==> config.mk <==
export PLATFORM = sky130hd
export DESIGN_NAME = id_ex_stage
export DESIGN_NICKNAME = d
export VERILOG_FILES = /design/src/rtl/id_ex_stage.sv
export SDC_FILE = /design/constraint.sdc
export NUM_CORES = 1
export LEC_CHECK = 0
export CORE_AREA = 2 2 144 146
export CTS_BUF_LIST = sky130_fd_sc_hd__clkbuf_4 sky130_fd_sc_hd__clkbuf_8 sky130_fd_sc_hd__clkbuf_16
export CTS_CLUSTER_DIAMETER = 40
export CTS_CLUSTER_SIZE = 28
export DETAILED_ROUTE_END_ITERATION = 8
export DIE_AREA = 0 0 146 148
export PLACE_DENSITY = 0.73
export SLEW_MARGIN = 20
export SYNTH_ARGS = -nofsm -noshare
export SYNTH_HDL_FRONTEND = slang
export SYNTH_SLANG_ARGS = --single-unit
==> constraint.sdc <==
create_clock -name clk -period 3.2 [get_ports clk]
set_clock_uncertainty 0.1 [all_clocks]
set_input_delay 0.48 -clock clk [delete_from_list [all_inputs] [get_ports clk]]
set_output_delay 0.48 -clock clk [all_outputs]
set_load 0.1 [all_outputs]
==> src/rtl/id_ex_stage.sv <==
// id_ex_stage: ID/EX pipeline register driving ALU operands, with forwarding and load-use hazard detection.
// Define FORWARDING_EN for EX/MEM and MEM/WB forwarding; without it, every RAW dependency interlocks via HAZARD.
module id_ex_stage #(
    parameter int WIDTH = 32
) (
    input  logic             clk,
    input  logic             rst_n,
    input  logic             stall,
    input  logic             flush,
    input  logic             in_valid,
    input  logic [WIDTH-1:0] in_pc,
    input  logic [WIDTH-1:0] in_rs1_data,
    input  logic [WIDTH-1:0] in_rs2_data,
    input  logic [WIDTH-1:0] in_imm,
    input  logic [4:0]       in_rs1,
    input  logic [4:0]       in_rs2,
    input  logic [4:0]       in_rd,
    input  logic [3:0]       in_operation,
    input  logic             in_alusrc,
    input  logic             in_regwrite,
    input  logic             in_memread,
    input  logic             in_memwrite,
    input  logic             exmem_regwrite,
    input  logic [4:0]       exmem_rd,
    input  logic [WIDTH-1:0] exmem_result,
    input  logic             memwb_regwrite,
    input  logic [4:0]       memwb_rd,
    input  logic [WIDTH-1:0] memwb_data,
    output logic [WIDTH-1:0] a,
    output logic [WIDTH-1:0] b,
    output logic [3:0]       operation,
    output logic [WIDTH-1:0] store_data,
    output logic [WIDTH-1:0] pc,
    output logic [4:0]       rd,
    output logic             regwrite,
    output logic             memread,
    output logic             memwrite,
    output logic             valid,
    output logic             hazard
);
    typedef struct packed {
        logic             valid;
        logic [WIDTH-1:0] pc;
        logic [WIDTH-1:0] rs1_data;
        logic [WIDTH-1:0] rs2_data;
        logic [WIDTH-1:0] imm;
        logic [4:0]       rs1;
        logic [4:0]       rs2;
        logic [4:0]       rd;
        logic [3:0]       operation;
        logic             alusrc;
        logic             regwrite;
        logic             memread;
        logic             memwrite;
    } entry_t;

    entry_t r, in_e;
    logic load_use, interlock;
    logic [WIDTH-1:0] fa, fb;

    assign in_e = '{valid: in_valid, pc: in_pc, rs1_data: in_rs1_data, rs2_data: in_rs2_data,
                    imm: in_imm, rs1: in_rs1, rs2: in_rs2, rd: in_rd, operation: in_operation,
                    alusrc: in_alusrc, regwrite: in_regwrite, memread: in_memread, memwrite: in_memwrite};

    assign load_use = r.valid & r.memread & in_valid & (r.rd != 5'd0) & ((r.rd == in_rs1) | (r.rd == in_rs2));

`ifdef FORWARDING_EN
    function automatic logic [WIDTH-1:0] fwd(input logic [4:0] s, input logic [WIDTH-1:0] d);
        return (exmem_regwrite && exmem_rd != 5'd0 && exmem_rd == s) ? exmem_result :
               (memwb_regwrite && memwb_rd != 5'd0 && memwb_rd == s) ? memwb_data : d;
    endfunction
    assign fa = fwd(r.rs1, r.rs1_data);
    assign fb = fwd(r.rs2, r.rs2_data);
    assign interlock = 1'b0;
`else
    // Any in-flight producer of a source register blocks issue until it retires.
    function automatic logic busy(input logic [4:0] s);
        return s != 5'd0 && ((r.regwrite && r.rd == s) || (exmem_regwrite && exmem_rd == s) ||
                             (memwb_regwrite && memwb_rd == s));
    endfunction
    assign fa = r.rs1_data;
    assign fb = r.rs2_data;
    assign interlock = in_valid & (busy(in_rs1) | busy(in_rs2));
    logic unused_fwd;
    assign unused_fwd = ^{exmem_result, memwb_data, r.rs1, r.rs2};
`endif

    assign hazard = rst_n & (load_use | interlock);

    always_ff @(posedge clk or negedge rst_n) begin
        if (!rst_n) r <= '0;
        else if (flush || (!stall && hazard)) r <= '0;
        else if (!stall) r <= in_e;
    end

    assign a          = fa;
    assign store_data = fb;
    assign b          = r.alusrc ? r.imm : fb;
    assign operation  = r.operation;
    assign pc         = r.pc;
    assign rd         = r.rd;
    assign regwrite   = r.regwrite;
    assign memread    = r.memread;
    assign memwrite   = r.memwrite;
    assign valid      = r.valid;
endmodule
**Yosys cells after proc, flatten, opt, wreduce, memory -nomap -nowiden**

Index checks and enable logic that the tools add are counted.

- Register bits after elaboration: 142
- Input bits: 232
- Output and inout bits: 142

- Equality and inequality tests: 7
- Multiplexer cells: 3
- Bitwise logic cells: 9
- Reductions and logical operators: 18

Operators with widths:

| cell | count |
|---|---|
| $mux 152 | 2 |
| $mux 32 | 1 |
| $eq 5x5->1 | 6 |
| $reduce_bool 5->1 | 3 |
| $logic_and 1x1->1 | 9 |
| $and 1x1->1 | 6 |
| $logic_or 1x1->1 | 5 |
| $or 1x1->1 | 3 |
| $ne 2x1->1 const B | 1 |
| $logic_not 1->1 | 1 |

**Depth between registers and ports, before layout**

- Depth in word-level cells: 12
- Depth in mapped cells: 9

**Least setup slack after synthesis**

Ideal clock, no wire load.

- Path type: reg2out
- Start point: register r, in the netlist memread
- End point: output hazard
- Arrival time: 2.068 ns
- Required time: 2.620 ns
- Setup slack: 0.552 ns
- Stages on the path, launching flop included: 7
- Cells stage by stage: dfrtp_1 > o211ai_1 > o2bb2ai_1 > o31ai_4 > buf_4 > inv_2 > buf_6

- Longest elaborated chain between the ends: 6

Ends and longest elaborated chain:

| item | RTL line | RTL |
|---|---|---|
| start: declaration | 57 | `entry_t r, in_e;` |
| start signal: assignment | 93 | `else if (!stall) r <= in_e;` |
| $and 1x1->1 (4 in series) | 65 | `assign load_use = r.valid & r.memread & in_valid & (r.rd != 5'd0) & ((r.rd == in_rs1) \| (r.rd == in_rs2));` |
| $or 1x1->1 | 88 | `assign hazard = rst_n & (load_use \| interlock);` |
| $and 1x1->1 | 88 |  |
| end: declaration | 39 | `output logic hazard` |

Every way passes these cells.

**Final worst setup path**

- Start point: input in_rs2[2]
- End point: output hazard

- Longest elaborated chain between the ends: 9

Ends and longest elaborated chain:

| item | RTL line | RTL |
|---|---|---|
| start: declaration | 16 | `input logic [4:0] in_rs2,` |
| $eq 5x5->1, on equally long branches | 65, 78 |  |
| $logic_and 1x1->1 | 78 | `return s != 5'd0 && ((r.regwrite && r.rd == s) \|\| (exmem_regwrite && exmem_rd == s) \|\|` |
| $logic_or 1x1->1 (2 in series) | 78 |  |
| $logic_and 1x1->1 | 78 |  |
| $or 1x1->1 | 83 | `assign interlock = in_valid & (busy(in_rs1) \| busy(in_rs2));` |
| $and 1x1->1 | 83 |  |
| $or 1x1->1 * | 88 |  |
| $and 1x1->1 * | 88 |  |

Mark *: on every way between the ends. The rest lies on a longest branch, timed or not.

==> impl_table.tex <==
\begin{tabular}{lr}
\hline
Metric & Value \\
\hline
\multicolumn{2}{l}{\textbf{Final layout}} \\
Final nets & 1040 \\
Core occupancy in the finished layout & 51.0\% \\
Growth of design area from synthesis to finish & 44.8\% \\
Highest-count cells in the layout ignoring fill and taps & clkdlybuf4s50\_1 (164), dfrtp\_1 (142), buf\_4 (118) \\
Final Instance Area & 10200 sq um \\
Most common cell after layout, fill and taps aside & clkdlybuf4s50\_1 \\
Share of layout cells above drive strength 1 & 28.6\% \\
\multicolumn{2}{l}{\textbf{Worst setup path}} \\
Setup CP Type & input port to output pin \\
Critical path buffer and inverter count & 3 \\
Arrival time at the worst endpoint & 2.40 ns \\
Crit path required time & 2.62 ns \\
Startpoint Class & input port \\
Slowest cell on the critical path & clkdlybuf4s50\_1 \\
Worst Path Max Fanout & 4 \\
Cell-by-cell trace of the critical path & clkdlybuf4s50\_1, xor2\_1, nor4\_1, nand2\_1, o2bb2ai\_1, o31ai\_4, inv\_2, buf\_12 \\
CP endpoint kind & output pin \\
Top delay family on crit path & buffers and inverters \\
Largest stage delay on the critical path & 0.50 ns \\
\multicolumn{2}{l}{\textbf{Placed design}} \\
DP Area & 9640 sq um \\
Final weighted congestion in routability-driven placement & 0.796 \\
Count of port buffers added during placement & 309 \\
HPWL after detailed placement & 13700 microns \\
\multicolumn{2}{l}{\textbf{Run}} \\
Number of max-cap violations & 0 \\
\multicolumn{2}{l}{\textbf{Floorplan}} \\
Width of the chip & 146 microns \\
I/O pin count & 374 \\
Total Die Area & 21600 sq um \\
Cell Rows & 52 \\
Initial cell density of the core & 35.2\% \\
Core Box Area & 20000 sq um \\
Die height & 148 microns \\
\multicolumn{2}{l}{\textbf{Power and ir drop}} \\
Power density over the cells & 544 nW/um\^{}2 \\
Static leakage & 4.43 nW \\
Max rail drop VDD & 0.340 mV \\
\multicolumn{2}{l}{\textbf{Logic synthesis}} \\
Seq/Total Area, Yosys & 50.4\% \\
Mapped Nets & 858 \\
Synth cell types & 25 \\
Yosys warnings & 0 \\
Total standard cell area after synthesis & 7060 sq um \\
Count of mapped cells out of synthesis & 626 \\
Post-synthesis sequential element count & 142 \\
Average footprint of a synthesized cell & 11.3 sq um \\
\multicolumn{2}{l}{\textbf{Clock tree}} \\
Post-CTS Setup Bufs & 0 \\
Register clock-pin slew on the reported worst setup and hold paths & 0.06 ns \\
Clock tree from TritonCTS & built \\
Number of buffers on the longest clock path & 2 \\
Clock Sink Count & 142 \\
Root buffer cell & clkbuf\_16 \\
Inserted Clock Buffers & 17 \\
Clock latency reported for the late side of the worst-skew pair & 0.41 ns \\
Post-cts resize count & 0 \\
H-tree level count & 4 \\
\multicolumn{2}{l}{\textbf{Run status}} \\
Result of the run & finished clean \\
\multicolumn{2}{l}{\textbf{GRT}} \\
Wire length of the first global-routing pass & 32000 microns \\
Number of antenna violations at the first check in global routing & 1 \\
Overflow left after global routing & 0 \\
Maximum number of pins on one net before global-route repair & 143 \\
Via count of the first global-routing pass & 5828 \\
Global-route total usage across every layer & 18.7\% \\
\multicolumn{2}{l}{\textbf{Drt}} \\
Antenna-violating nets left & 0 \\
First-pass detailed-route iteration total & 4 \\
Routed length per placed instance & 18.6 microns \\
Iter 0 DRT Violations & 285 \\
Detailed Route WL & 20400 microns \\
DRC Markers & 0 \\
Vias per std cell & 5.13 \\
Number of vias after detailed routing & 5600 \\
\multicolumn{2}{l}{\textbf{STA}} \\
Count of endpoints failing setup in the final report & 0 \\
Slew of the pin with the lowest slew margin & 0.799 ns \\
Final period demand of the worst path & 2.98 ns \\
Slew HR & 46.7\% \\
Fin. max-slew vios & 0 \\
F\_max & 336 MHz \\
Fin crit share & 93.1\% \\
Total count of hold-check failures in the final report & 0 \\
Minimum hold slack & 0.293 ns \\
Final TNS setup & 0 ns \\
RSZ-0062 raised after global routing & false \\
\multicolumn{2}{l}{\textbf{Hold path}} \\
Worst hold path type & input port to flip-flop \\
\hline
\end{tabular}
[report_power, final]
part	internal [mW]	switching [mW]
clock	1.04	0.844
combinational	0.552	1.15
sequential	1.90	0.0697
total	3.49	2.07
[synth_stat cells (all sizes together)]
library cell / n / area [sq um]
o22ai: 46 / 350
clkbuf: 40 / 150
or4: 1 / 7.51
a2bb2oi: 1 / 8.76
inv: 1 / 3.75
nand2: 97 / 364
nor3: 3 / 15.0
o31ai: 2 / 28.8
a32o: 98 / 981
xnor2: 25 / 219
nor2: 3 / 11.3
and2: 1 / 6.26
buf: 119 / 883
nor4: 1 / 6.26
xor2: 5 / 43.8
o211ai: 1 / 7.51
dfrtp: 142 / 3550
o2bb2ai: 2 / 17.5
nor2b: 1 / 6.26
nand4: 5 / 31.3
mux2: 32 / 360
[layout make-up]
cell class                      instances  area, sq um
Antenna cell                            1         2.50
Clock buffer                           18          439
Clock inverter                         14          124
Fill cell                            1806         9820
Inverter                                1         3.75
Multi-Input combinational cell        324         2480
Sequential cell                       142         3550
Tap cell                              270          338
Timing Repair Buffer                  322         3280
[through the flow]
| step | setup WS [ns] | cells | power (mW) |
|---|---|---|---|
| 5_1_grt | 0.0597 | 1092 | 5.78 |
| 4_1_cts | 0.209 | 1091 | 5.64 |
| 6_report | 0.220 | 1092 | 5.56 |
| 2_1_floorplan | 0.552 | 626 | 3.21 |
| 3_3_place_gp | 0.191 | 1058 | 3.71 |
| 3_5_place_dp | 0.222 | 1058 | 3.72 |
[registers in the layout (all words and copies together) (netlist names)]
signal,flops
regwrite,1
pc,32
memwrite,1
operation,4
store_data,32
r,33
memread,1
a,32
valid,1
rd,5
[cells by family after synthesis]
logic type	Yosys count	synth area share [%]
buffers and inverters	160	14.7
AND/OR/NAND/NOR	112	6.35
AO/OA/AOI/OAI	150	19.8
multiplexers	32	5.11
flip-flops	142	50.4
XOR/XNOR	30	3.72
[worst paths after layout]
kind,from,endpoint,slack (ns),cells after the start
max,in_rs2[2],hazard,0.22,8
max reg2reg,rd[1],a[15],0.66,6
min in group asynchronous,rst_n,pc[21],0.39,2
min reg2reg,r[54],r[54],0.39,1
min,stall,store_data[6],0.29,3
max in group asynchronous,rst_n,pc[24],1.57,3
[per-layer routing]
layer  wire, microns  vias to the layer above  track usage [%]
met4             289                        0             5.34
met3            1730                       19             6.64
met1            8430                     2781             23.1
li1                -                     2565                -
met2            9900                      235             31.0
met5               0                        -                0
[worst min-delay path, stage by stage]
cell,delay (ns)
buf_2,0.14
nand2_1,0.07
o22ai_1,0.06
[repair_timing]
action	4_1_cts	5_1_grt
endpoints found under the setup margin	0	0
hold buffers	1	0
hold endpoints to repair	19	0
Power figures use the tool's default switching activity.
